--- src/rtl/lsu.sv ---
// lsu -- load/store unit between a core request port and a simple memory port.
//
// Accepts one request at a time, turns it into a single word-aligned memory
// access with byte-lane mask, and returns a one-cycle response with the
// loaded data extended to 32 bits, or an error.
//
// Ports
//   clk, reset          clock, asynchronous active-low reset
//   req_valid/ready     core request handshake (ready only while idle)
//   req_write           1 = store, 0 = load
//   req_unsigned        zero-extend load result
//   req_size            00 byte, 01 half, 10 word, 11 reserved (error)
//   req_addr, req_wdata byte address, right-justified store data
//   resp_valid          one-cycle response strobe
//   resp_rdata          extended load data (0 for stores and errors)
//   resp_error          access failed (reserved size, misalign trap, timeout)
//   mem_addr/mask       word-aligned address and byte-lane enables
//   mem_enable, mem_cmd access strobe and direction (MEM_CMD_READ/WRITE)
//   mem_write_data      store data replicated across lanes
//   mem_load_data       read data from memory
//   mem_valid           read data valid
//
// Configuration
//   LSU_MISALIGN_TRAP_EN  when defined, misaligned half/word accesses return
//                         an error without touching memory; otherwise the low
//                         address bits are cleared and the aligned access runs.
module lsu #(
   parameter int unsigned TIMEOUT_CYCLES = 16
) (
   input  logic        clk,
   input  logic        reset,
   input  logic        req_valid,
   output logic        req_ready,
   input  logic        req_write,
   input  logic        req_unsigned,
   input  logic [1:0]  req_size,
   input  logic [31:0] req_addr,
   input  logic [31:0] req_wdata,
   output logic        resp_valid,
   output logic [31:0] resp_rdata,
   output logic        resp_error,
   output logic [31:0] mem_addr,
   output logic [3:0]  mem_mask,
   output logic        mem_enable,
   output logic        mem_cmd,
   output logic [31:0] mem_write_data,
   input  logic [31:0] mem_load_data,
   input  logic        mem_valid
);

   localparam logic MEM_CMD_READ  = 1'b0;
   localparam logic MEM_CMD_WRITE = 1'b1;

   localparam int unsigned CW = (TIMEOUT_CYCLES > 1) ? $clog2(TIMEOUT_CYCLES) : 1;
   localparam logic [CW-1:0] CNT_LAST = CW'(TIMEOUT_CYCLES - 1);

   typedef enum logic [1:0] {
      S_IDLE  = 2'd0,
      S_READ  = 2'd1,
      S_WRITE = 2'd2,
      S_RESP  = 2'd3
   } state_e;

   state_e      state_q, state_d;
   logic        ready_q;
   logic        write_q, write_d;
   logic        unsigned_q, unsigned_d;
   logic [1:0]  size_q, size_d;
   logic [31:0] addr_q, addr_d;
   logic [31:0] wdata_q, wdata_d;
   logic [CW-1:0] cnt_q, cnt_d;
   logic [31:0] rdata_q, rdata_d;
   logic        err_q, err_d;

   logic        half_mis, word_mis, fault;
   logic [31:0] addr_adj;
   logic [31:0] ld_shift, ld_ext;

   // Misalignment handling on the incoming request
   always_comb begin
      half_mis = (req_size == 2'b01) && req_addr[0];
      word_mis = (req_size == 2'b10) && (req_addr[1:0] != 2'b00);
`ifdef LSU_MISALIGN_TRAP_EN
      fault    = half_mis | word_mis;
      addr_adj = req_addr;
`else
      fault    = 1'b0;
      addr_adj = req_addr;
      if (word_mis)      addr_adj = {req_addr[31:2], 2'b00};
      else if (half_mis) addr_adj = {req_addr[31:1], 1'b0};
`endif
   end

   // Load data: align selected lane(s) to bit 0, then extend
   always_comb begin
      ld_shift = mem_load_data >> {addr_q[1:0], 3'b000};
      case (size_q)
         2'b00:   ld_ext = unsigned_q ? {24'h0, ld_shift[7:0]}
                                      : {{24{ld_shift[7]}}, ld_shift[7:0]};
         2'b01:   ld_ext = unsigned_q ? {16'h0, ld_shift[15:0]}
                                      : {{16{ld_shift[15]}}, ld_shift[15:0]};
         default: ld_ext = ld_shift;
      endcase
   end

   always_ff @(posedge clk or negedge reset) begin
      if (!reset) begin
         state_q    <= S_IDLE;
         ready_q    <= 1'b0;
         write_q    <= 1'b0;
         unsigned_q <= 1'b0;
         size_q     <= '0;
         addr_q     <= '0;
         wdata_q    <= '0;
         cnt_q      <= '0;
         rdata_q    <= '0;
         err_q      <= 1'b0;
      end else begin
         state_q    <= state_d;
         ready_q    <= 1'b1;
         write_q    <= write_d;
         unsigned_q <= unsigned_d;
         size_q     <= size_d;
         addr_q     <= addr_d;
         wdata_q    <= wdata_d;
         cnt_q      <= cnt_d;
         rdata_q    <= rdata_d;
         err_q      <= err_d;
      end
   end

   // ready_q keeps req_ready low during reset and for the first cycle after it
   assign req_ready = (state_q == S_IDLE) && ready_q;

   always_comb begin
      state_d    = state_q;
      write_d    = write_q;
      unsigned_d = unsigned_q;
      size_d     = size_q;
      addr_d     = addr_q;
      wdata_d    = wdata_q;
      cnt_d      = cnt_q;
      rdata_d    = rdata_q;
      err_d      = err_q;
      case (state_q)
         S_IDLE: begin
            if (req_valid && req_ready) begin
               write_d    = req_write;
               unsigned_d = req_unsigned;
               size_d     = req_size;
               addr_d     = addr_adj;
               wdata_d    = req_wdata;
               cnt_d      = '0;
               rdata_d    = '0;
               err_d      = 1'b0;
               if ((req_size == 2'b11) || fault) begin
                  err_d   = 1'b1;
                  state_d = S_RESP;
               end else if (req_write) begin
                  state_d = S_WRITE;
               end else begin
                  state_d = S_READ;
               end
            end
         end
         S_WRITE: state_d = S_RESP;
         S_READ: begin
            if (mem_valid) begin
               rdata_d = ld_ext;
               state_d = S_RESP;
            end else if (cnt_q == CNT_LAST) begin
               rdata_d = '0;
               err_d   = 1'b1;
               state_d = S_RESP;
            end else begin
               cnt_d = cnt_q + 1'b1;
            end
         end
         default: state_d = S_IDLE;
      endcase
   end

   always_comb begin
      mem_enable     = (state_q == S_READ) || (state_q == S_WRITE);
      mem_addr       = '0;
      mem_mask       = '0;
      mem_cmd        = MEM_CMD_READ;
      mem_write_data = '0;
      if (mem_enable) begin
         mem_addr = {addr_q[31:2], 2'b00};
         mem_cmd  = (state_q == S_WRITE) ? MEM_CMD_WRITE : MEM_CMD_READ;
         case (size_q)
            2'b00: begin
               mem_mask       = 4'b0001 << addr_q[1:0];
               mem_write_data = {4{wdata_q[7:0]}};
            end
            2'b01: begin
               mem_mask       = 4'b0011 << {addr_q[1], 1'b0};
               mem_write_data = {2{wdata_q[15:0]}};
            end
            default: begin
               mem_mask       = 4'b1111;
               mem_write_data = wdata_q;
            end
         endcase
      end
   end

   assign resp_valid = (state_q == S_RESP);
   assign resp_rdata = resp_valid ? rdata_q : '0;
   assign resp_error = resp_valid & err_q;

endmodule
--- config.mk ---
export PLATFORM = sky130hd
export DESIGN_NAME = lsu
export DESIGN_NICKNAME = d
export VERILOG_FILES = /design/src/rtl/lsu.sv
export SDC_FILE = /design/constraint.sdc
export NUM_CORES = 1
export LEC_CHECK = 0
export ABC_AREA = 1
export CORE_ASPECT_RATIO = 1.2
export CORE_MARGIN = 4
export CORE_UTILIZATION = 46
export CTS_CLUSTER_DIAMETER = 30
export CTS_CLUSTER_SIZE = 25
export DETAILED_ROUTE_END_ITERATION = 10
export PLACE_DENSITY = 0.92
export SETUP_SLACK_MARGIN = 0.1
export SLEW_MARGIN = 30
export SYNTH_ARGS = -nofsm -noshare
export SYNTH_HDL_FRONTEND = slang
export SYNTH_SLANG_ARGS = --single-unit
--- constraint.sdc ---
create_clock -name clk -period 2.1 [get_ports clk]
set_clock_uncertainty 0.15 [all_clocks]
set_input_delay 0.315 -clock clk [delete_from_list [all_inputs] [get_ports clk]]
set_output_delay 0.315 -clock clk [all_outputs]
set_load 0.005 [all_outputs]
* After elaboration in Yosys (flattened, before gate mapping)
Cells that the tools add are included.
Storage, ports and cells: register bits 107, bits in latches 0, bits in writable memories 0, memory bits (read-only) 0, input bits 104, output and inout bits 105, memories kept 0
Cells by class: add/subtract/negate cells 1, multiply operators 0, div/mod/pow operators 0, magnitude comparators 0, equality and inequality tests 13, shift operators 3, mux-type cells 32, bitwise logic cells 1, reductions and logical operators 14
Operators with widths (count):
- two-way mux 32 bit | 8
- case mux 32 bit (2 select lines) | 3
- >> shifter 32 x 5 -> 32 bit | 1
- two-way mux 4 bit | 4
- case mux 4 bit (2 select lines) | 2
- two-way mux 2 bit | 6
- equality test 2 bit, second input constant | 4
- AND reduction 4 bit | 2
- two-way mux 1 bit | 7
- equality test 2 x 1 -> 1 bit, second input constant | 3
- != test 2 bit, second input constant | 3
- case mux 2 bit (3 select lines) | 1
- adder 4 x 1 -> 4 bit, second input constant | 1
- equality test 4 bit, second input constant | 1
- logical AND 1 bit | 4
- logical NOT 2 bit | 2
- AND reduction 2 bit | 2
- nonzero test 2 bit | 2
- << shifter 1 x 2 -> 4 bit, first input constant | 1
- << shifter 2 x 2 -> 4 bit, first input constant | 1
- != test 3 bit, second input constant | 1
- AND reduction 3 bit | 1
- != test 2 x 1 -> 1 bit, second input constant | 1
- case mux 1 bit (2 select lines) | 1
- other kinds (2) | 2

* Depth between registers and ports, before layout
depth after elaboration 5, mapped depth 10, depth with buffers taken out 8

* Worst setup path before layout
No wires, ideal clock.
kind reg2out, from register state_q[0], to output port mem_addr[10], arrival time 1.424 ns, path slack 0.211 ns, stages on the path, launching flop included 7, path buffers 2, cell sequence dfrtp_1 -> inv_1 -> ha_1 -> clkbuf_1 -> clkbuf_1 -> nand2_1 -> inv_1
On the way: longest elaborated chain between the ends 3, elaborated cells on any way between the ends 4, classes of those cells eq/ne: 2; mux: 1; reduce/logical: 1
RTL lines:
- from (decl) | line 64 | state_e state_q, state_d;
- from (signal assigned) | line 119 | state_q <= state_d;
- equality test 2 x 1 -> 1 bit / equality test 2 bit (equally long branches) | line 184 | mem_enable = (state_q == S_READ) || (state_q == S_WRITE);
- logical OR 1 bit (*) | line 184
- via mem_enable | line 44 | output logic mem_enable,
- two-way mux 32 bit (*) | line 189 | if (mem_enable) begin
- to (decl) | line 42 | output logic [31:0] mem_addr,
The timed path passes the listed nets; every way through them passes the cells marked *.

* Final worst setup path
from register state_q[0], to output port mem_write_data[22]
On the way: longest elaborated chain between the ends 3, elaborated cells on any way between the ends 4, classes of those cells eq/ne: 2; mux: 1; reduce/logical: 1
RTL lines:
- equality test 2 x 1 -> 1 bit / equality test 2 bit (equally long branches) | line 184
- logical OR 1 bit (*) | line 184
- two-way mux 32 bit (*) | line 189
- to (decl) | line 46 | output logic [31:0] mem_write_data,
Mark *: on every way between the ends. The rest lies on a longest branch, timed or not.

==> impl_metrics.yaml <==
critical_path:
  rrSetupSlack_ns: 0.19
  cp-start-kind: "register"
  critPathRequiredTime_ns: 1.63
  crit_arrival_ns: 1.76
  timing.critical_path.to_type: "output port"
  cp_max_fo: 6
  critPathKind: "reg -> out"
floorplanning:
  dieArea_um2: 15000
  fp.coreArea_um2: 12700
  start_util_pct: 47.3
  die_w_um: 112
  die_h_um: 133
  num_rows: 45
  pin_count: 209
drt:
  wl_per_cell_um: 16.6
  drt_iter0_drc: 541
  drc_errors: 0
  dr.pass1.iters: 7
  vias: 6743
  vias_per_cell: 5.22
  routed_wl_um: 21500
  antenna_left: 0
global_route:
  grt_pass1_vias: 6609
  grt_first_pass_wirelength_um: 32100
  globalRoute.totalOverflow: 0
  antenna_found_initial: 0
  grt_max_degree: 48
  grt_usage_pct: 26.6
synthesis:
  ys_ff_latch: 107
  yosysTopAreaCell: "dfrtp_1"
  syn_inst: 891
  synth.area.top_cells: "dfrtp_1 44%, nand2_1 29%, inv_1 5.2%"
  ys_async_sr_fraction_pct: 100
  synth.top_cell.area_share_pct: 44.5
  synth_area_per_cell_um2: 6.75
  yosysWarningCount: 0
  ys_types: 30
  synth_edf_count: 0
  synth.yosys.seq_area_share_pct: 44.5
  syn_area_um2: 6020
  ys.flop_type: "dfrtp_1"
place:
  dpl_cell_area_um2: 8330
  io_buffers: 206
  placed_cells: 1243
  place_hpwl_um: 13700
  post-place-ws_ns: -0.247
  routabilityCongestion: 0.953
power_and_ir_drop:
  p_leak_nw: 5.41
  seq_power_share_pct: 24.9
  p_clk_share_pct: 10.3
  ir_drop_uv: 1060
  p_per_area_nw_per_um2: 1650
  intPower_mw: 8.54
  p_sw_mw: 6.91
  comb_power_share_pct: 64.9
  swShare_pct: 44.7
timing:
  fin_crit_sh_pct: 106
  period_minus_slack_ns: 2.23
  max_freq_mhz: 449
  rsz0062_at_grt: "yes"
  hold_viol_final: 0
  setup_viol_count_final: 70
  fin_ws_ns: -0.129
  slew_violations: 0
  worst_hold_slack_ns: 0.267
status:
  status: "finished, violations left"
  violations: "setup timing"
clock_network:
  root_buffer: "clkbuf_16"
  clkSinkCount: 107
  cts_tree: "built"
  htree_num_levels: 3
  cts.clk_slew.worst_paths_ns: 0.07
  insertion_delay_ns: 0.35
  clockBufferDepth: 2
  cts_inserted_buffers: 9
cells_and_area:
  antenna_cells: 0
  postLayoutCellArea_um2: 9350
  finalNonFillerCells: 1292
  seq_area_um2: 2680
  final_util_pct: 73.5
  syn2layout_area_growth_pct: 55.4
  multi_input_area_um2: 3200
  final_net_count: 1232
  nFillCells: 947
  drive_gt1_share_pct: 24.2
run:
  max_cap_viol_count: 0
min_path:
  hold_class: "in -> async"
[final timing paths]
| kind | start | endpoint | depth (start not counted) |
|---|---|---|---|
| min reg2reg | rdata_q[30] | rdata_q[30] | 2 |
| max reg2reg | state_q[1] | rdata_q[12] | 10 |
| min | reset | rdata_q[3] | 2 |
| max in group asynchronous | reset | wdata_q[31] | 3 |
| max | state_q[0] | mem_write_data[22] | 8 |
| min in group clk | rdata_q[30] | rdata_q[30] | 2 |
[registers in the layout (all words and copies together), names as in the netlist]
signal,count
addr_q,32
cnt_q,4
err_q,1
rdata_q,32
ready_q,1
size_q,2
state_q,2
unsigned_q,1
wdata_q,32
[metrics by stage]
stage	power, mW	setup TNS, ns
CTS	13.9	-1.64
floorplan	7.34	0
global route	16.5	-6.98
finish	15.5	-3.15
global placement	10.7	-6.77
detailed placement	10.9	-9.69
[cells in the mapped netlist, types with 3 or more instances]
| library cell | instances |
|---|---|
| o22ai_1 | 8 |
| nand2_2 | 3 |
| a21oi_1 | 33 |
| ha_1 | 5 |
| buf_4 | 7 |
| buf_2 | 21 |
| nor2_1 | 37 |
| nand2_1 | 459 |
| dfrtp_1 | 107 |
| nand3_1 | 45 |
| inv_2 | 3 |
| o21ai_0 | 34 |
| clkbuf_1 | 16 |
| inv_1 | 84 |
| buf_6 | 6 |
[kinds of logic (layout without fill, tap and decap cells)]
family,Yosys count,in the layout,synth area share [%]
buffers and inverters,141,377,10.5
other,2,3,0.125
adders and majority gates,5,5,1.04
AOI/OAI and AO/OA,80,80,7.01
and+or+nand+nor,555,555,36.7
xor gates and xnor gates,1,1,0.146
DFF,107,107,44.5
[layout by cell type (no fill, tap or decap), types with 8 or more instances in the layout]
master	synthesis	layout
nand2_1	459	420
dfrtp_1	107	107
clkdlybuf4s50_1	0	102
inv_1	84	46
nand3_1	45	45
buf_2	21	43
inv_2	3	41
buf_4	7	36
dlygate4sd2_1	0	36
nand2_4	1	32
buf_6	6	32
nor2_1	37	29
a21oi_1	33	29
o21ai_0	34	17
buf_12	0	12
nand2_2	3	10
o21ai_4	0	9
nor2_2	1	9
o21ai_2	2	9
clkbuf_16	0	9
o22ai_1	8	8
[power groups by stage]
stage | clock network (mW) | logic (mW) | registers (mW)
floorplan | 0 | 3.96 | 3.38
global placement | 0 | 7.08 | 3.59
detailed placement | 0 | 7.26 | 3.61
CTS | 1.61 | 8.56 | 3.69
global route | 1.69 | 10.8 | 3.93
finish | 1.59 | 10.0 | 3.85
[worst max-delay path, stage by stage (launching register included)]
cell and delay, ns:
dfrtp_1 0.37, inv_2 0.06, ha_4 0.29, buf_12 0.12, buf_8 0.12, buf_6 0.12, o21ai_2 0.05, nor2_1 0.12
buf_2 0.13
[cell type report]
class	count	area share [%]
Inverter	90	3.69
Clock inverter	5	0.428
Multi-Input combinational cell	644	34.2
Sequential cell	107	28.6
Tap cell	164	2.19
Timing Repair Buffer	271	28.4
Clock buffer	11	2.49
[routing by layer]
metal	share of wire (%)	wire length, um	global-route usage, %	up-vias
met2	52	11100	46.7	334
met4	5.1	1100	15.2	0
met3	6.9	1470	5.36	90
met1	36	7790	29.9	3152
met5	0	0	0	-
li1	-	-	-	3167
[timing repair]
action | in CTS | in global routing
gates resized for setup | 419 | 111
hold buffers | 1 | 0
pin swaps | 20 | 17
setup buffers | 19 | 9
endpoints found under the setup margin | 103 | 135
gates cloned | 6 | 0
hold endpoints to repair | 23 | 0
(Power assumes the default switching activity.)
